$ cat src/rtl/bist_pkg.sv
// bist_pkg: shared BIST definitions for the controller, MISR and system top.
// Holds the controller state encoding, the CUT latency ceiling and the
// default signature width / golden signature.
package bist_pkg;

   localparam int unsigned MAX_CUT_LATENCY = 7;
   localparam int unsigned LAT_CNT_W       = $clog2(MAX_CUT_LATENCY + 1);

   localparam int unsigned            DEF_SIG_W      = 8;
   localparam logic [DEF_SIG_W-1:0]   DEF_GOLDEN_SIG = 8'hA5;

   typedef enum logic [2:0] {
      IDLE    = 3'd0,
      SEED    = 3'd1,
      RUN     = 3'd2,
      FLUSH   = 3'd3,
      COMPARE = 3'd4,
      DONE    = 3'd5
   } state_t;

endpackage

$ cat src/rtl/bist_delay_line.sv
// bist_delay_line: 1-bit shift register that delays a strobe by DEPTH cycles.
// DEPTH = 0 is a straight wire.
// Ports:
//   clk   in  1  clock, rising edge
//   clr   in  1  synchronous clear of all stages
//   din   in  1  strobe in
//   dout  out 1  strobe delayed by DEPTH cycles
module bist_delay_line #(
   parameter int unsigned DEPTH = 1
) (
   input  logic clk,
   input  logic clr,
   input  logic din,
   output logic dout
);

   generate
      if (DEPTH == 0) begin : g_bypass
         assign dout = din;
      end else begin : g_shift
         logic [DEPTH-1:0] sr;

         always_ff @(posedge clk) begin
            if (clr) sr <= '0;
            else     sr <= (sr << 1) | DEPTH'(din);
         end

         assign dout = sr[DEPTH-1];
      end
   endgenerate

endmodule

$ cat src/rtl/bist_controller.sv
// bist_controller: sequencing FSM for the BIST of a multiplier CUT.
// Seeds the LFSR and MISR, runs NUM_PATTERNS patterns, lets the CUT pipeline
// drain, then compares the MISR signature with GOLDEN_SIG.
// Optional macro BIST_SIG_CAPTURE_EN: keep the final signature in sig_capture
// for diagnosis; otherwise sig_capture is tied to 0.
// Ports:
//   clk          in  1      clock, rising edge
//   rst          in  1      synchronous active-high reset
//   enable       in  1      level start/run request
//   misr_sig     in  SIG_W  current MISR signature
//   tpg_load     out 1      load LFSR seed
//   tpg_en       out 1      advance LFSR
//   misr_clr     out 1      clear MISR to its seed
//   misr_en      out 1      MISR compacts CUT output
//   busy         out 1      test in progress
//   done         out 1      test finished, result valid
//   pass         out 1      signature matched GOLDEN_SIG
//   sig_capture  out SIG_W  captured final signature
module bist_controller
   import bist_pkg::*;
#(
   parameter int unsigned      NUM_PATTERNS = 15,
   parameter int unsigned      SIG_W        = DEF_SIG_W,
   parameter logic [SIG_W-1:0] GOLDEN_SIG   = SIG_W'(DEF_GOLDEN_SIG),
   parameter int unsigned      CUT_LATENCY  = 1
) (
   input  logic             clk,
   input  logic             rst,
   input  logic             enable,
   input  logic [SIG_W-1:0] misr_sig,
   output logic             tpg_load,
   output logic             tpg_en,
   output logic             misr_clr,
   output logic             misr_en,
   output logic             busy,
   output logic             done,
   output logic             pass,
   output logic [SIG_W-1:0] sig_capture
);

   localparam int unsigned          CNT_W    = $clog2(NUM_PATTERNS + 1);
   localparam logic [CNT_W-1:0]     CNT_LAST = CNT_W'(NUM_PATTERNS - 1);
   localparam logic [LAT_CNT_W-1:0] LAT_LAST = LAT_CNT_W'(CUT_LATENCY - 1);

   state_t               state, state_nxt;
   logic [CNT_W-1:0]     cnt, cnt_nxt;
   logic [LAT_CNT_W-1:0] lat_cnt, lat_nxt;
   logic                 abort_c;
   logic                 dl_clr;

   // Next state, counters and strobes decoded from the registered state.
   always_comb begin
      state_nxt = state;
      cnt_nxt   = cnt;
      lat_nxt   = lat_cnt;
      abort_c   = 1'b0;
      tpg_load  = 1'b0;
      misr_clr  = 1'b0;
      tpg_en    = 1'b0;
      busy      = 1'b0;

      case (state)
         IDLE: begin
            if (enable) state_nxt = SEED;
         end
         SEED: begin
            tpg_load  = 1'b1;
            misr_clr  = 1'b1;
            busy      = 1'b1;
            state_nxt = RUN;
         end
         RUN: begin
            tpg_en = 1'b1;
            busy   = 1'b1;
            if (cnt == CNT_LAST) begin
               cnt_nxt   = '0;
               state_nxt = (CUT_LATENCY == 0) ? COMPARE : FLUSH;
            end else begin
               cnt_nxt = cnt + CNT_W'(1);
            end
         end
         FLUSH: begin
            busy = 1'b1;
            if (lat_cnt == LAT_LAST) begin
               lat_nxt   = '0;
               state_nxt = COMPARE;
            end else begin
               lat_nxt = lat_cnt + LAT_CNT_W'(1);
            end
         end
         COMPARE: begin
            busy      = 1'b1;
            state_nxt = DONE;
         end
         DONE: begin
            if (!enable) state_nxt = IDLE;
         end
         default: state_nxt = IDLE;
      endcase

      // Dropping enable mid-test abandons the run without a verdict.
      if (busy && !enable) begin
         abort_c   = 1'b1;
         state_nxt = IDLE;
         cnt_nxt   = '0;
         lat_nxt   = '0;
      end
   end

   // State register plus the registered verdict flags.
   always_ff @(posedge clk) begin
      if (rst) begin
         state   <= IDLE;
         cnt     <= '0;
         lat_cnt <= '0;
         done    <= 1'b0;
         pass    <= 1'b0;
      end else begin
         state   <= state_nxt;
         cnt     <= cnt_nxt;
         lat_cnt <= lat_nxt;
         // Gated by enable so done falls together with the return to IDLE.
         done    <= (state == DONE) && enable;
         if (abort_c || (state == SEED))
            pass <= 1'b0;
         else if (state == COMPARE)
            pass <= (misr_sig == GOLDEN_SIG);
      end
   end

   // Align MISR compaction with the CUT pipeline; aborts discard pending strobes.
   assign dl_clr = rst | abort_c;

   bist_delay_line #(
      .DEPTH (CUT_LATENCY)
   ) u_delay (
      .clk  (clk),
      .clr  (dl_clr),
      .din  (tpg_en),
      .dout (misr_en)
   );

`ifdef BIST_SIG_CAPTURE_EN
   // Final signature kept until the next completed comparison.
   always_ff @(posedge clk) begin
      if (rst)
         sig_capture <= '0;
      else if ((state == COMPARE) && !abort_c)
         sig_capture <= misr_sig;
   end
`else
   assign sig_capture = '0;
`endif

endmodule

$ cat config.mk
export PLATFORM = sky130hd
export DESIGN_NAME = bist_controller
export DESIGN_NICKNAME = d
export VERILOG_FILES = /design/src/rtl/bist_pkg.sv /design/src/rtl/bist_delay_line.sv /design/src/rtl/bist_controller.sv
export SDC_FILE = /design/constraint.sdc
export NUM_CORES = 1
export LEC_CHECK = 0
export ABC_CLOCK_PERIOD_IN_PS = 1900
export BUFFER_PORTS_ARGS = -buffer_cell sky130_fd_sc_hd__clkbuf_2
export CORE_MARGIN = 3
export CORE_UTILIZATION = 33
export CTS_BUF_LIST = sky130_fd_sc_hd__clkbuf_8
export CTS_CLUSTER_DIAMETER = 60
export CTS_CLUSTER_SIZE = 14
export DETAILED_ROUTE_END_ITERATION = 8
export SYNTH_ARGS = -nofsm -noshare
export SYNTH_HDL_FRONTEND = slang
export SYNTH_HIERARCHICAL = 1
export SYNTH_SLANG_ARGS = --single-unit
$ cat constraint.sdc
create_clock -name clk -period 1.9 [get_ports clk]
set_clock_uncertainty 0.1 [all_clocks]
set_input_delay 0.285 -clock clk [delete_from_list [all_inputs] [get_ports clk]]
set_output_delay 0.285 -clock clk [all_outputs]
set_load 0.005 [all_outputs]
==> results of run 1 <==
## worst max-delay path: stages, from the launching register on
cell and delay [ns]:
dfxtp_1 0.59, nand3_2 0.19, inv_2 0.15, clkbuf_2 0.13
## kinds of logic (layout without fill, tap and decap cells)
kind of cell,Yosys count,after routing,synth area share (%)
flops,13,13,33.99
xor+xnor,1,1,1.144
fa+ha+maj,2,2,3.267
mux,1,1,1.307
buf+inv,18,28,14.38
compound gates,19,19,17.32
simple gates,31,31,28.11
other cells,1,8,0.4897
## final timing paths
| path | start | to | cells after the start |
|---|---|---|---|
| max | state[1]$_SDFFE_PP0P_ | tpg_en | 3 |
| min reg2reg | lat_cnt[2]$_SDFFE_PP0N_ | lat_cnt[2]$_SDFFE_PP0N_ | 2 |
| max reg2reg | state[1]$_SDFFE_PP0P_ | lat_cnt[1]$_SDFFE_PP0N_ | 4 |
| min | rst | pass$_SDFFE_PP0N_ | 2 |
## Yosys cell counts, types with 2 or more instances
cell / number / share of area (%)
a21oi_1: 8 / 5.2
buf_4: 9 / 8.8
dfxtp_1: 13 / 34
ha_1: 2 / 3.3
inv_1: 5 / 2.5
inv_2: 2 / 0.98
nand2_1: 2 / 0.98
nand2b_1: 2 / 1.6
nor2_1: 7 / 3.4
nor2_2: 2 / 1.6
nor2b_1: 3 / 2.5
nor3_2: 2 / 2.6
nor4bb_1: 2 / 2.6
o21ai_0: 2 / 1.3
## state kept, by name, indices dropped and copies added, names as in the netlist
name	flops
state	3
done	1
lat_cnt	3
u_delay/dout	1
pass	1
cnt	4
## area by class of cell
class	instances	area, µm²
sequential	13	260.3
fill	209	1210
clock inverter	1	3.754
timing repair buffer	17	85.08
inverter	7	26.28
multi-input combinational	62	421.7
tap	27	33.78
clock buffer	3	41.29
## per-stage QoR
step / setup WS (ns) / cell area (µm²) / power [mW]
3_5_place_dp: 0.3173 / 827.0 / 0.3465
4_1_cts: 0.2053 / 872.1 / 0.5929
6_report: 0.2103 / 872.1 / 0.5836
5_1_grt: 0.1111 / 872.1 / 0.6119
2_1_floorplan: 0.4904 / 792.0 / 0.3411
3_3_place_gp: 0.3641 / 827.0 / 0.3456
## layer usage
layer	wire length [µm]	up-vias
li1	-	322
met1	677	272
met2	608	23
met3	144	4
met4	29	0
met5	0	-
## where the power goes
group / total (mW) / internal [mW] / leakage [nW] / switching (mW)
Sequential: 0.286 / 0.277 / 0.105 / 0.00926
Combinational: 0.0553 / 0.0250 / 0.274 / 0.0302
Clock: 0.242 / 0.143 / 0.0269 / 0.0997
==> results_dict.tcl, run 1 <==
set metrics [dict create \
    drc 0 \
    status "completed" \
    hold_viol 0 \
    portBuffers 17 \
    crit_type "reg -> out" \
    setup_violations 0 \
    fin_crit_sh_pct 88.93 \
    tns_ns 0 \
    antenna_found_initial 0 \
    hp-class "in -> reg" \
    power.density_nw_per_um2 669.2 \
    final_core_util_pct 41.89 \
    hold_slack_ns 0.1409 \
    via_per_inst 4.777 \
    clock-root-buffer "clkbuf_8" \
    grt_pass1_vias 519 \
    ys_types 39 \
    vias 621 \
    dieArea_um2 2934 \
    numClockSinks 13 \
    holdBufCountCts 0 \
    area_growth_pct 13.89 \
    cts_resized 0 \
    die_x_um 54.17 \
    start_util_pct 36.78 \
    vdd_drop_max_mv 0.5908 \
    post_cts_buffers 0 \
    placed_cells 126 \
    grt_util_met2_pct 15.94 \
    end_kind "output pin" \
    die_y_um 54.17 \
    clkLatencyLatePin_ns 0.24 \
    routed_wl_um 1459 \
    ioPinCount 26 \
    grt_overflow 0 \
    synth-edff-count 0 \
    grt_max_degree 12 \
    ys_seq_area_share_pct 33.99 \
    layout_common_cells "clkbuf_2, dfxtp_1, a21oi_1, conb_1, nor2_1" \
    r2r_slack_ns 0.31 \
    drt_first_pass_iters 4 \
    syn_area_per_cell_um2 8.904 \
    cap_viol_max_count 0 \
    synth-seq-cells 13 \
    fmax_mhz 591.8 \
    grt_use_total_pct 11.01 \
    met1_usage_pct 13.31 \
    grt_pass1_wl_um 2263 \
    avgRoutedWirePerCell_um 11.22 \
    diodes 0 \
    synth-async-reset-ratio_pct 0 \
    grt-busiest-layer "met2" \
    grt_setup_unrepaired "no" \
    cp_data_required_time_ns 1.51 \
    yosysWarningCount 6 \
    first_iter_violations 5 \
    hpwl_um 1103 \
    htree_levels 1 \
    post-route-min-period_ns 1.690 \
    clk_path_buf_depth 2 \
    layout-drive-gt1-share_pct 29.13 \
    ys.flop_type "dfxtp_1" \
    critical_path.max_fanout 11 \
    finalWeightedCongestion 0.7531 \
    fin_nets 117 \
    cts_buffers 3 \
    ant_nets 0 \
    netlist_area_um2 765.7 \
    arrival_ns 1.30 \
    final_cells 130 \
    final_common_cell "clkbuf_2" \
    netlist_instances 86 \
    cts_tree "yes" \
    rows 16 \
    critPathLaunchType "register" \
    grt_util_met3_pct 4.986 \
    coreArea_um2 2082 \
    clkSlewWorstSetupHoldPaths_ns 0.06 \
    power_leakage_nw 0.4055 \
    drv_slew 0 \
]
Power figures use the tool's default switching activity.
==> inputs of run 2 (changes only) <==
Settings changed: SETUP_SLACK_MARGIN set to 0.5.
==> run 2 against run 1 <==
- die area unchanged
- count of clock-buffer cells in the layout did not move
- total power rose by 5.3%
- worst setup slack improved by 0.28 ns
- largest power group unchanged
- highest routed layer unchanged
==> results_dict.tcl, run 2 (synthesis gave the netlist of run 1 again) <==
set metrics [dict create \
    finalWeightedCongestion 0.7561 \
    die_y_um 54.17 \
    tns_ns 0 \
    drv_slew 0 \
    rows 16 \
    antenna_found_initial 0 \
    setup_violations 0 \
    path_delay_family "flip-flops" \
    numClockSinks 13 \
    start_util_pct 36.78 \
    dp_worst_setup_slack_ns 0.2685 \
    holdBufCountCts 0 \
    hold_viol 0 \
    clk_path_buf_depth 2 \
    grt_overflow 0 \
    hpwl_um 1050 \
    critPathLaunchType "register" \
    cts_tree "yes" \
    vdd_drop_max_mv 0.3029 \
    ant_nets 0 \
    cp_data_required_time_ns 1.51 \
    fmax_mhz 708.0 \
    layout_common_cells "clkbuf_2, buf_4, conb_1, dfxtp_1, a21oi_1" \
    hp-class "in -> reg" \
    slowest_delay_ns 0.38 \
    drc 0 \
    ioPinCount 26 \
    grt_setup_unrepaired "yes" \
    top_regs "cnt x4, lat_cnt x3, state x3" \
    final_common_cell "clkbuf_2" \
    arrival_ns 1.03 \
    avgRoutedWirePerCell_um 11.76 \
    regMostFlops "cnt" \
    n_fill_cell 207 \
    htree_levels 1 \
    drt_first_pass_iters 4 \
    placed_cells 126 \
    coreArea_um2 2082 \
    via_per_inst 4.859 \
    fin_crit_sh_pct 74.34 \
    cap_viol_max_count 0 \
    power_leakage_nw 0.4993 \
    routed_wl_um 1670 \
    crit_chain "nor2_4 > xnor2_2 > buf_2" \
    grt_use_total_pct 12.94 \
    largest_reg_flops 4 \
    diodes 0 \
    area_growth_pct 37.91 \
    grt_pass1_vias 603 \
    portBuffers 17 \
    die_x_um 54.17 \
    clkLatencyLatePin_ns 0.24 \
    power.density_nw_per_um2 582.1 \
    crit_buf_inv 1 \
    end_kind "output pin" \
    fin_nets 129 \
    layout_setup_ws_ns 0.4876 \
    clock-root-buffer "clkbuf_8" \
    post-route-min-period_ns 1.412 \
    grt_pass1_wl_um 2656 \
    cts_buffers 3 \
    dieArea_um2 2934 \
    grt_max_degree 10 \
    layout-drive-gt1-share_pct 52.17 \
    vias 690 \
    clkSlewWorstSetupHoldPaths_ns 0.06 \
    crit_type "reg -> out" \
    slowest_stage "dfxtp_4" \
    final_cells 142 \
    first_iter_violations 11 \
    critical_path.max_fanout 8 \
    status "completed" \
]
[run 2: metal layers]
layer	vias to the layer above	track usage, %	part of all wire (%)
met5	-	0	0
met2	27	19.52	44
met1	310	15.95	45
li1	348	-	-
met4	0	8.714	2.2
met3	5	3.324	8.6
[run 2: stage by stage]
step | utilization [%] | total power, mW | hold slack [ns] | instance area [µm²]
after floorplan | - | 0.3411 | 0.2618 | 792.0
after global placement | 39.72 | 0.3459 | 0.3741 | 827.0
after detailed placement | 39.72 | 0.3461 | 0.3850 | 827.0
after CTS | 47.42 | 0.6083 | 0.1241 | 987.2
after global routing | 50.72 | 0.6569 | 0.1318 | 1056
final | 50.72 | 0.6147 | 0.1439 | 1056
[run 2: layout make-up]
class | count | area [µm²] | area share [%]
Multi-Input combinational cell | 62 | 495.5 | 46.92
Sequential cell | 13 | 274.0 | 25.95
Inverter | 7 | 28.78 | 2.725
Clock inverter | 1 | 3.754 | 0.3555
Clock buffer | 3 | 41.29 | 3.910
Timing Repair Buffer | 29 | 178.9 | 16.94
Tap cell | 27 | 33.78 | 3.199
[run 2: path summary, 6_finish.rpt]
path / start / to / slack, ns / cells past startpoint
worst min-delay path: rst / pass$_SDFFE_PP0N_ / 0.14 / 2
worst max register to register: state[0]$_SDFFE_PP0P_ / cnt[3]$_SDFFE_PP0P_ / 0.53 / 7
worst min register to register: lat_cnt[1]$_SDFFE_PP0N_ / lat_cnt[1]$_SDFFE_PP0N_ / 0.43 / 2
worst max-delay path: state[1]$_SDFFE_PP0P_ / busy / 0.49 / 3
[run 2: repair_timing]
action | 4_1_cts | 5_1_grt
setup buffers | 9 | 3
pin swaps | 2 | 4
gates resized for setup | 17 | 12
setup endpoints to repair | 15 | 16
[run 2: power breakdown]
group	switching (mW)	total, mW	internal, mW
Combinational	0.0418	0.0881	0.0463
Sequential	0.00936	0.284	0.274
Clock	0.100	0.243	0.143
Total	0.151	0.615	0.463
==> inputs of run 3 (changes only) <==
Settings changed: ABC_CLOCK_PERIOD_IN_PS 1900 to 1150.
Clock period 1.9 ns to 1.15 ns, I/O delays scaled along.
==> run 3 against run 2 <==
- the run now ends with negative setup slack left
- global-route usage up 2.3 points
- utilization up 13 points
- sequential power up 63%
- worst setup slack worse by 0.70 ns
- count of clock-buffer cells in the layout unchanged
- clock power up 70%
- die area unchanged
- combinational power rose to 2.6 times the previous value
- design area up 25%
- flip-flop and latch count unchanged
- final cell count up 11%
- critical path type is now reg -> reg
- critical endpoint is now lat_cnt[2]$_SDFFE_PP0N_
- highest routed layer unchanged
==> results_dict.tcl, run 3 (synthesis gave the netlist of run 1 again) <==
set metrics [dict create \
    status "finished with violations" \
    violations "negative setup slack" \
    area_growth_pct 72.39 \
    top_regs "cnt x4, lat_cnt x3, state x3" \
    slowest_delay_ns 0.40 \
    die_y_um 54.17 \
    clk_path_buf_depth 2 \
    placed_cells 141 \
    finalWeightedCongestion 0.7469 \
    vdd_drop_max_mv 0.7205 \
    power.density_nw_per_um2 833.9 \
    ant_nets 0 \
    critPathLaunchType "register" \
    cts_tree "yes" \
    grt_setup_unrepaired "yes" \
    layout-drive-gt1-share_pct 67.18 \
    cap_viol_max_count 0 \
    grt_overflow 0 \
    final_area_um2 1320 \
    ff2ff_path_depth 5 \
    grt_pass1_wl_um 3139 \
    htree_levels 1 \
    critical_path.max_fanout 4 \
    reg2reg_to "lat_cnt[2]$_SDFFE_PP0N_" \
    hp-start "rst" \
    routed_wl_um 2077 \
    fin_nets 145 \
    hpwl_um 1250 \
    end_kind "register" \
    placed_cell_area_um2 1005 \
    hold_depth 2 \
    ioPinCount 26 \
    via_per_inst 4.823 \
    largest_reg_flops 4 \
    coreArea_um2 2082 \
    rows 16 \
    post-route-min-period_ns 1.359 \
    setup_violations 16 \
    hold_viol 0 \
    layout_setup_ws_ns -0.2088 \
    n_fill_cell 174 \
    crit_chain "buf_4 > buf_4 > nand3b_4 > or4_1 > a21oi_1" \
    clkLatencyLatePin_ns 0.25 \
    drc 0 \
    avgRoutedWirePerCell_um 13.15 \
    crit_path_frequent_cell "buf_4" \
    layout_common_cells "buf_6, clkbuf_2, buf_4" \
    cts_buffers 3 \
    r2r_start "state[0]$_SDFFE_PP0P_" \
    r2r_slack_ns -0.21 \
    drv_slew 0 \
    grt_use_total_pct 15.25 \
    cp_data_required_time_ns 1.23 \
    antenna_found_initial 0 \
    grt_pass1_vias 691 \
    regMostFlops "cnt" \
    first_iter_violations 10 \
    slowest_stage "or4_1" \
    holdBufCountCts 0 \
    fin_crit_sh_pct 118.2 \
    crit_type "reg -> reg" \
    hp-class "in -> reg" \
    final_cells 158 \
    grt_max_degree 10 \
    power_leakage_nw 0.6053 \
    hold_end "pass$_SDFFE_PP0N_" \
    fmax_mhz 736.0 \
    die_x_um 54.17 \
    clock-root-buffer "clkbuf_8" \
    arrival_ns 1.44 \
    final_common_cell "buf_6" \
    portBuffers 17 \
    vias 762 \
    start_util_pct 36.78 \
    dieArea_um2 2934 \
    numClockSinks 13 \
    drt_first_pass_iters 4 \
    p_total_mw 1.101 \
    diodes 0 \
    clkSlewWorstSetupHoldPaths_ns 0.06 \
]
## run 3: changes by cell type in the layout (fill, tap and decap cells not counted), moves of 2 or more
cell	change
a21oi_1	-3
a21oi_2	+3
inv_1	-3
a2111oi_2	+2
clkbuf_2	-3
buf_4	+2
buf_6	+15
## run 3: layout make-up
type	instances	area, µm²	area share (%)
multi-input cells	62	558.0	42.27
repair buffers	45	372.9	28.25
flip-flops and latches	13	275.3	20.85
inverters	7	33.78	2.559
clock buffers	3	41.29	3.128
well taps	27	33.78	2.559
clock inverters	1	5.005	0.3791
## run 3: routing by layer
metal	GRT usage [%]	up-vias	share of wire, %	wire (µm)
met5	0	-	0	0
met4	6.224	0	1.0	21
met3	5.263	4	6.3	130
met2	24.70	24	53	1111
met1	18.18	359	39	814
li1	-	375	-	-
## run 3: worst max path at each step
stage | slack [ns] | start | to
detailed placement | -0.18 | lat_cnt[1]$_SDFFE_PP0N_ | lat_cnt[2]$_SDFFE_PP0N_
global route | -0.27 | state[0]$_SDFFE_PP0P_ | misr_clr
finish | -0.21 | state[0]$_SDFFE_PP0P_ | lat_cnt[2]$_SDFFE_PP0N_
floorplan | -0.11 | lat_cnt[0]$_SDFFE_PP0N_ | state[1]$_SDFFE_PP0P_
CTS | -0.21 | state[1]$_SDFFE_PP0P_ | pass$_SDFFE_PP0N_
global placement | -0.16 | lat_cnt[1]$_SDFFE_PP0N_ | lat_cnt[2]$_SDFFE_PP0N_
## run 3: worst max-delay path, delay by kind of cell (launching register included)
family	cells	cell delay, ns
flops	1	0.38
compound gates	1	0.13
simple gates	2	0.47
buf+inv	2	0.23
## run 3: where the power goes
part	internal, mW	total (mW)	switching [mW]
combinational	0.130	0.226	0.0958
sequential	0.453	0.463	0.0103
clock	0.240	0.412	0.172
## run 3: repair_timing
action | CTS | global route
resized for setup | 38 | 9
cloned | 0 | 0
setup buffers | 12 | 1
setup endpoints to repair | 20 | 20
pin swaps | 16 | 6
## run 3: stage by stage
step                      TNS [ns]  worst slack (ns)  hold WS [ns]  util [%]
after floorplan            -0.6140           -0.1149        0.1570         -
after global placement      -1.380           -0.1554        0.2883     48.26
after detailed placement    -1.604           -0.1804        0.2876     48.26
after CTS                   -2.237           -0.2131       0.01590     61.36
after global routing        -3.147           -0.2710       0.03240     63.40
final                       -2.205           -0.2088       0.03428     63.40
